**src/rtl/vedic_mul8_seq.sv**
```systemverilog
// Sequential 8x8 unsigned multiplier that time-shares one 4x4 Vedic core over four nibble steps.
// Optional VEDIC_ZERO_SKIP_EN: zero operands bypass the core and complete one cycle after accept.

module vedic2x2 (
    input  logic [1:0] a,
    input  logic [1:0] b,
    output logic [3:0] p
);
    logic c1;

    // Urdhva-Tiryagbhyam: vertical, crosswise, vertical
    assign p[0] = a[0] & b[0];
    assign p[1] = (a[1] & b[0]) ^ (a[0] & b[1]);
    assign c1   = (a[1] & b[0]) & (a[0] & b[1]);
    assign p[2] = (a[1] & b[1]) ^ c1;
    assign p[3] = (a[1] & b[1]) & c1;
endmodule

module Vedic4x4_Top (
    input  logic [3:0] a,
    input  logic [3:0] b,
    output logic [7:0] p
);
    logic [3:0] q0, q1, q2, q3;

    vedic2x2 u_ll (.a(a[1:0]), .b(b[1:0]), .p(q0));
    vedic2x2 u_hl (.a(a[3:2]), .b(b[1:0]), .p(q1));
    vedic2x2 u_lh (.a(a[1:0]), .b(b[3:2]), .p(q2));
    vedic2x2 u_hh (.a(a[3:2]), .b(b[3:2]), .p(q3));

    assign p = {4'h0, q0} + {2'b00, q1, 2'b00} + {2'b00, q2, 2'b00} + {q3, 4'h0};
endmodule

module vedic_mul8_seq #(
    parameter int CNT_W = 8
) (
    input  logic             clk,
    input  logic             rst_n,
    input  logic             in_valid,
    output logic             in_ready,
    input  logic [7:0]       a,
    input  logic [7:0]       b,
    output logic             out_valid,
    input  logic             out_ready,
    output logic [15:0]      product,
    output logic [CNT_W-1:0] op_count
);
    localparam logic [1:0] IDLE = 2'd0;
    localparam logic [1:0] CALC = 2'd1;
    localparam logic [1:0] DONE = 2'd2;

    logic [1:0]  state;
    logic [1:0]  step;
    logic [7:0]  a_r;
    logic [7:0]  b_r;
    logic [15:0] acc;
    logic [3:0]  core_a;
    logic [3:0]  core_b;
    logic [7:0]  core_p;
    logic [15:0] partial;

    // step[0] picks the high nibble of a, step[1] the high nibble of b
    assign core_a = step[0] ? a_r[7:4] : a_r[3:0];
    assign core_b = step[1] ? b_r[7:4] : b_r[3:0];

    Vedic4x4_Top u_core (.a(core_a), .b(core_b), .p(core_p));

    always_comb begin
        partial = 16'h0000;
        case (step)
            2'd0:    partial = {8'h00, core_p};
            2'd1,
            2'd2:    partial = {4'h0, core_p, 4'h0};
            default: partial = {core_p, 8'h00};
        endcase
    end

    always_ff @(posedge clk or negedge rst_n) begin
        if (!rst_n) begin
            state    <= IDLE;
            step     <= 2'd0;
            a_r      <= 8'h00;
            b_r      <= 8'h00;
            acc      <= 16'h0000;
            op_count <= '0;
        end else begin
            case (state)
                IDLE: begin
                    if (in_valid) begin
                        a_r  <= a;
                        b_r  <= b;
                        acc  <= 16'h0000;
                        step <= 2'd0;
`ifdef VEDIC_ZERO_SKIP_EN
                        if (a == 8'h00 || b == 8'h00) state <= DONE;
                        else                          state <= CALC;
`else
                        state <= CALC;
`endif
                    end
                end
                CALC: begin
                    acc  <= acc + partial;
                    step <= step + 2'd1;
                    if (step == 2'd3) state <= DONE;
                end
                DONE: begin
                    if (out_ready) begin
                        state    <= IDLE;
                        op_count <= op_count + 1'b1;
                    end
                end
                default: state <= IDLE;
            endcase
        end
    end

    assign in_ready  = (state == IDLE);
    assign out_valid = (state == DONE);
    assign product   = acc;
endmodule

```
**config.mk**
```make
export PLATFORM = sky130hd
export DESIGN_NAME = vedic_mul8_seq
export DESIGN_NICKNAME = d
export VERILOG_FILES = /design/src/rtl/vedic_mul8_seq.sv
export SDC_FILE = /design/constraint.sdc
export NUM_CORES = 1
export LEC_CHECK = 0
export ABC_CLOCK_PERIOD_IN_PS = 9100
export CORE_MARGIN = 3
export CORE_UTILIZATION = 59
export CTS_CLUSTER_DIAMETER = 80
export CTS_CLUSTER_SIZE = 25
export DETAILED_ROUTE_END_ITERATION = 10
export GPL_ROUTABILITY_DRIVEN = 0
export HOLD_SLACK_MARGIN = 0.03
export PLACE_DENSITY_LB_ADDON = 0.2
export REMOVE_ABC_BUFFERS = 1
export SLEW_MARGIN = 5
export SYNTH_ARGS = -nofsm -noshare
export SYNTH_HDL_FRONTEND = slang
export SYNTH_SLANG_ARGS = --single-unit
```
**constraint.sdc**
```tcl
create_clock -name clk -period 9.1 [get_ports clk]
set_input_delay 1.82 -clock clk [delete_from_list [all_inputs] [get_ports clk]]
set_output_delay 1.82 -clock clk [all_outputs]
set_load 0.005 [all_outputs]
```
==> out/qor.txt, run 1 <==
Final hold violation count -> 0
Clock skew -> 0.00987 ns
Initial drt markers -> 140
Core Region -> 4910 um^2
Post-Syn Area -> 3100 um^2
Rows -> 25
Initial antenna violation count -> 0
R2r startpoint -> step[0]
First-pass GRT wire length -> 11,600 um
Most frequent cells in the layout -> dfrtp_1 (44), clkdlybuf4s50_1 (44), nand2_1 (37), ha_1 (34), nor2_1 (23)
Die height -> 78.5 um
Clock sink total -> 44
Post-synthesis cell type count -> 41
WS Path Type -> reg -> reg
Tmin final -> 5.94 ns
Final Cell Area -> 3690 um^2
Ports -> 46
YS warnings -> 0
Status -> finished, final reports clean
Crit path to -> product[14]
EDFF count, synth -> 0
Tot GR Track Use -> 23.6%
Ys async rst share -> 100%
DRT Pass-1 Iters -> 4
Final TNS setup -> 0 ns
Max Fclk -> 168 MHz
Family with the most delay on the worst path -> adder cells
Antenna-violating nets left -> 0
Gr ovfl total -> 0
CP peak stage delay -> 0.59 ns
DP HPWL -> 5000 um
Seq/Total Area, Yosys -> 35.5%
Cell breakdown of the critical path -> mux2i_1 > nor2_1 > ha_1 > ha_1 > ha_1 > inv_1 > fa_1 > xor2_1 > fa_1 > inv_1 > fa_1 > a21o_1 > a21oi_1 > xor2_1 > a22oi_1 > nor2_1 > ha_1 > a21o_1 > a21oi_1 > a2bb2oi_1 > o31ai_1 > a221oi_1 > xor2_1 > o21ai_0
Mean post-synth cell area -> 9.61 um^2
Slew Viols, Final -> 0
Number of hold buffers added after CTS -> 0
DIE AREA -> 6170 um^2
Synth Flop Type -> dfrtp_1
CTS resizes -> 0
Largest net degree at the start of global routing -> 45
Max-Cap Viols -> 0
CTS tree -> built
Total CTS buffers -> 5
Layout area overhead -> 19.0%
Vias in the first global route -> 2,516
Endpoints failing setup -> 0
Worst Setup End Kind -> register
Crit path depth -> 24
FF-to-FF End -> product[14]
RSZ-0062 raised after global routing -> false
Seq cells post-synth -> 44
WL final -> 6710 um
Slew @ Worst Pin -> 0.980 ns
Max clock buf depth -> 2
CP max stage cell -> dfrtp_1
Crit Path Max Fanout -> 9
WL per Instance -> 15.5 um
Share of cells above drive strength 1 -> 8.99%
Starting Density -> 63.2%
Setup Fix Bufs, Post-CTS -> 0
Crit path required time -> 9.25 ns
Drt drc -> 0
Die X -> 78.5 um
CP bufs+invs -> 2
CTS clock-pin slew for the worst setup and hold paths -> 0.09 ns
Startpoint types -> register
Via density -> 5.68
Fin crit share -> 65.3%
Post-Syn Instances -> 323
H-tree levels -> 2
Final nets -> 426
Hold crit path type -> reg -> reg
Crit path from -> step[0]
Worst EP arrival -> 6.09 ns
Register-to-Register Path Depth -> 24
Diode count -> 0
CTS root buffer -> clkbuf_8
Crit path top cell by count -> ha_1
Placed cell area -> 3600 um^2
Via count -> 2,464
Reg2Reg Setup Slack -> 3.16 ns
Clock insertion delay at the later pin of the skew report -> 0.30 ns
Max-slew headroom -> 34.7%
Port Buf Inserts -> 45
==> final cells by class <==
cell class                 count  area (um^2)
multi-input combinational    250         1890
fill                         387         1220
sequential                    44         1100
timing repair buffer          47          460
tap                           67         83.8
clock buffer                   6         72.6
inverter                      18         67.6
clock inverter                 2         16.3
==> cells in the mapped netlist, types with 2 or more instances <==
library cell / count / area [um^2]
nand3_1: 2 / 10.0
a21o_1: 8 / 60.1
mux2_2: 17 / 191
dfrtp_1: 44 / 1100
clkbuf_1: 9 / 33.8
nand2_1: 37 / 139
o21bai_1: 3 / 22.5
nor2b_1: 5 / 31.3
o22ai_1: 5 / 31.3
a21oi_1: 17 / 85.1
or2_2: 2 / 12.5
inv_1: 18 / 67.6
xnor2_1: 15 / 131
mux2i_1: 8 / 80.1
nand4_1: 5 / 31.3
fa_1: 6 / 120
o21ai_0: 18 / 90.1
and3_1: 4 / 25.0
a31oi_1: 2 / 12.5
xor2_1: 9 / 78.8
ha_1: 34 / 425
a22oi_1: 4 / 30.0
nor2_1: 23 / 86.3
and2_1: 10 / 62.6
o31ai_1: 2 / 15.0
==> cells by family (layout without fill, tap and decap cells) <==
family | count (synthesis) | in the layout | share of synthesized area [%]
AND/OR/NAND/NOR | 93 | 93 | 14.2
AO/OA/AOI/OAI | 68 | 68 | 13.6
flip-flops | 44 | 44 | 35.5
adder cells (fa/ha/maj) | 40 | 40 | 17.6
buffers and inverters | 29 | 73 | 3.55
multiplexers | 25 | 25 | 8.75
XOR/XNOR | 24 | 24 | 6.77
==> registers in the layout (all words and copies together), names as in the netlist <==
name	count
op_count	8
b_r	8
a_r	8
step	2
state	2
product	16
==> worst min-delay path by stage <==
stage,startpoint,to,slack (ns),cells after the start
3_3_place_gp,op_count[7],op_count[7],0.46,1
6_report,op_count[7],op_count[7],0.48,1
2_1_floorplan,op_count[7],op_count[7],0.47,1
3_5_place_dp,op_count[7],op_count[7],0.47,1
5_1_grt,op_count[7],op_count[7],0.52,1
4_1_cts,op_count[7],op_count[7],0.48,1
==> metal layers <==
metal / up-vias / GRT usage [%] / part of all wire [%]
met5: - / 0 / 0
met4: 0 / 6.99 / 1.6
met3: 12 / 3.78 / 3.8
met2: 63 / 39.4 / 49
met1: 1181 / 31.7 / 45
li1: 1208 / - / -
==> through the flow <==
| stage | util, % | hold slack, ns | instances | setup slack (ns) |
|---|---|---|---|---|
| 2_1_floorplan | - | 0.468 | 312 | 3.71 |
| 3_3_place_gp | 73.4 | 0.463 | 426 | 3.42 |
| 3_5_place_dp | 73.4 | 0.471 | 426 | 3.21 |
| 4_1_cts | 75.2 | 0.484 | 434 | 3.19 |
| 5_1_grt | 75.2 | 0.525 | 434 | 2.76 |
| 6_report | 75.2 | 0.476 | 434 | 3.16 |
Power of run 1 is left out: the tool's default activity adds up to more than one toggle a clock period on the data nets, which glitch-free logic cannot reach.
==> run 2, diff against run 1 <==
--- a/config.mk
+++ b/config.mk
@@ -5,9 +5,9 @@
 export SDC_FILE = /design/constraint.sdc
 export NUM_CORES = 1
 export LEC_CHECK = 0
-export ABC_CLOCK_PERIOD_IN_PS = 9100
+export ABC_CLOCK_PERIOD_IN_PS = 4900
 export CORE_MARGIN = 3
-export CORE_UTILIZATION = 59
+export CORE_UTILIZATION = 50
 export CTS_CLUSTER_DIAMETER = 80
 export CTS_CLUSTER_SIZE = 25
 export DETAILED_ROUTE_END_ITERATION = 10
==> constraint.sdc (replaced) <==
create_clock -name clk -period 4.9 [get_ports clk]
set_input_delay 0.98 -clock clk [delete_from_list [all_inputs] [get_ports clk]]
set_output_delay 0.98 -clock clk [all_outputs]
set_load 0.005 [all_outputs]
==> run 2 against run 1 <==
Against the previous run: the run now ends with setup timing left; via count increased by 11%; worst setup slack lost 3.4 ns; first-iteration DRC count down 11%; critical path type unchanged; critical endpoint is now product[15].
==> out/qor.txt, run 2 (synthesis gave the netlist of run 1 again) <==
Status -> finished, violations left (was finished, final reports clean)
Violated checks -> setup timing
Clock insertion delay at the later pin of the skew report -> 0.32 ns (was 0.30 ns)
Slew @ Worst Pin -> 0.985 ns (was 0.980 ns)
Clock skew -> 0.00715 ns (was 0.00987 ns)
Via density -> 5.48 (was 5.68)
Crit path required time -> 5.15 ns (was 9.25 ns)
Gr ovfl total -> 0 (unchanged)
Largest net degree at the start of global routing -> 45 (unchanged)
Drt drc -> 0 (unchanged)
CTS root buffer -> clkbuf_8 (unchanged)
WS Path Type -> reg -> reg (unchanged)
Cells after DPL -> 474 (was 426)
Slew Viols, Final -> 0 (unchanged)
Endpoints failing setup -> 6 (was 0)
Final TNS setup -> -0.879 ns (was 0 ns)
CTS tree -> built (unchanged)
Hold path depth -> 1 (unchanged)
Rows -> 28 (was 25)
CP max stage cell -> fa_1 (was dfrtp_1)
Die height -> 84.8 um (was 78.5 um)
Via count -> 2,727 (was 2,464)
H-tree levels -> 2 (unchanged)
Register-to-Register Path Depth -> 23 (was 24)
Fillers -> 423 (was 387)
CP peak stage delay -> 0.50 ns (was 0.59 ns)
CTS clock-pin slew for the worst setup and hold paths -> 0.10 ns (was 0.09 ns)
Final cell count without fillers -> 498 (was 434)
Initial antenna violation count -> 0 (unchanged)
Diode count -> 0 (unchanged)
Max Fclk -> 194 MHz (was 168 MHz)
Fin crit share -> 105% (was 65.3%)
Largest register FFs -> 16 (unchanged)
Max-slew headroom -> 34.3% (was 34.7%)
Core Region -> 5960 um^2 (was 4910 um^2)
First-pass GRT wire length -> 12,700 um (was 11,600 um)
Final setup margin -> -0.263 ns (was 3.16 ns)
DRT Pass-1 Iters -> 4 (unchanged)
Max-Cap Viols -> 0 (unchanged)
Die X -> 84.8 um (was 78.5 um)
Most frequent cells in the layout -> buf_4 (58), dfrtp_1 (44), clkdlybuf4s50_1 (44), nand2_1 (37), ha_1 (25) (was dfrtp_1 (44), clkdlybuf4s50_1 (44), nand2_1 (37), ha_1 (34), nor2_1 (23))
Tmin final -> 5.16 ns (was 5.94 ns)
Final hold violation count -> 0 (unchanged)
Port Buf Inserts -> 45 (unchanged)
DIE AREA -> 7190 um^2 (was 6170 um^2)
WL final -> 7860 um (was 6710 um)
Antenna-violating nets left -> 0 (unchanged)
Layout area overhead -> 41.4% (was 19.0%)
Hold crit path type -> reg -> reg (unchanged)
Tot GR Track Use -> 21.7% (was 23.6%)
Number of hold buffers added after CTS -> 0 (unchanged)
Total CTS buffers -> 5 (unchanged)
Final nets -> 482 (was 426)
RSZ-0062 raised after global routing -> true (was false)
WL per Instance -> 15.8 um (was 15.5 um)
Vias in the first global route -> 2,792 (was 2,516)
Initial drt markers -> 125 (was 140)
Worst Setup End Kind -> register (unchanged)
Max clock buf depth -> 2 (unchanged)
Clock sink total -> 44 (unchanged)
Startpoint types -> register (unchanged)
Share of cells above drive strength 1 -> 29.8% (was 8.99%)
Ports -> 46 (unchanged)
Most common cell after layout, fill and taps aside -> buf_4
Cell breakdown of the critical path -> buf_4 > mux2i_4 > nor2_1 > ha_1 > inv_2 > fa_2 > xor2_2 > fa_1 > inv_2 > ha_1 > a21o_1 > a21oi_2 > xnor2_1 > buf_4 > a22oi_1 > nor2_1 > ha_2 > a21oi_2 > o211ai_1 > o21ai_2 > a21oi_1 > or4_1 > o211ai_2 (was mux2i_1 > nor2_1 > ha_1 > ha_1 > ha_1 > inv_1 > fa_1 > xor2_1 > fa_1 > inv_1 > fa_1 > a21o_1 > a21oi_1 > xor2_1 > a22oi_1 > nor2_1 > ha_1 > a21o_1 > a21oi_1 > a2bb2oi_1 > o31ai_1 > a221oi_1 > xor2_1 > o21ai_0)
Starting Density -> 52.1% (was 63.2%)
Crit Path Max Fanout -> 3 (was 9)
Worst EP arrival -> 5.41 ns (was 6.09 ns)
DP HPWL -> 5410 um (was 5000 um)
## run 2: cell types whose count changed in the layout (fill, tap and decap cells not counted), moves of 5 or more
cell,delta
buf_4,+56
a21oi_1,-9
ha_1,-9
a21oi_2,+7
ha_4,+7
o21ai_0,-7
o21ai_1,+5
## run 2: per-stage QoR
stage	area [um^2]	setup slack, ns	util, %	hold slack, ns
2_1_floorplan	3060	-0.487	-	0.468
3_3_place_gp	3920	-0.490	65.7	0.462
3_5_place_dp	3920	-0.675	65.7	0.465
4_1_cts	4300	-0.227	72.2	0.483
5_1_grt	4390	-0.508	73.7	0.515
6_report	4390	-0.263	73.7	0.481
## run 2: worst paths after layout
| kind | startpoint | to | slack (ns) |
|---|---|---|---|
| min reg2reg | op_count[7] | op_count[7] | 0.48 |
| max in group asynchronous | rst_n | a_r[5] | 3.47 |
| min in group asynchronous | rst_n | product[13] | 0.81 |
| max reg2reg | step[0] | product[15] | -0.26 |
| max | step[0] | product[15] | -0.26 |
| min | op_count[7] | op_count[7] | 0.48 |
## run 2: layout make-up
| type | instances | area, um^2 | share of cell area, % |
|---|---|---|---|
| clock buffer | 5 | 68.8 | 1.57 |
| clock inverter | 3 | 50.0 | 1.14 |
| inverter | 18 | 67.6 | 1.54 |
| multi-input combinational | 250 | 2130 | 48.4 |
| sequential | 44 | 1100 | 25.1 |
| tap | 75 | 93.8 | 2.14 |
| timing repair buffer | 103 | 881 | 20.1 |
## run 2: timing repair
item	CTS	global route
endpoints found under the hold margin	0	0
setup endpoints to repair	10	10
pin swaps	28	15
gates resized for setup	35	16
buffers inserted	14	3
## run 2: per-layer routing
| metal | wire, um | up-vias | track usage (%) |
|---|---|---|---|
| met4 | 180 | 0 | 7.19 |
| met5 | 0 | - | 0 |
| met3 | 292 | 18 | 4.12 |
| met1 | 3420 | 1328 | 28.8 |
| li1 | - | 1319 | - |
| met2 | 3970 | 62 | 35.6 |
## run 2: critical path: cells and delay by family, from the launching register on
| family | cells | cell delay [ns] |
|---|---|---|
| xor gates and xnor gates | 2 | 0.33 |
| buffers and inverters | 4 | 0.47 |
| and+or+nand+nor | 3 | 0.70 |
| adders and majority gates | 5 | 1.86 |
| AOI/OAI and AO/OA | 8 | 1.10 |
| DFF | 1 | 0.40 |
| muxes | 1 | 0.25 |
Power of run 2 is left out for the same reason.
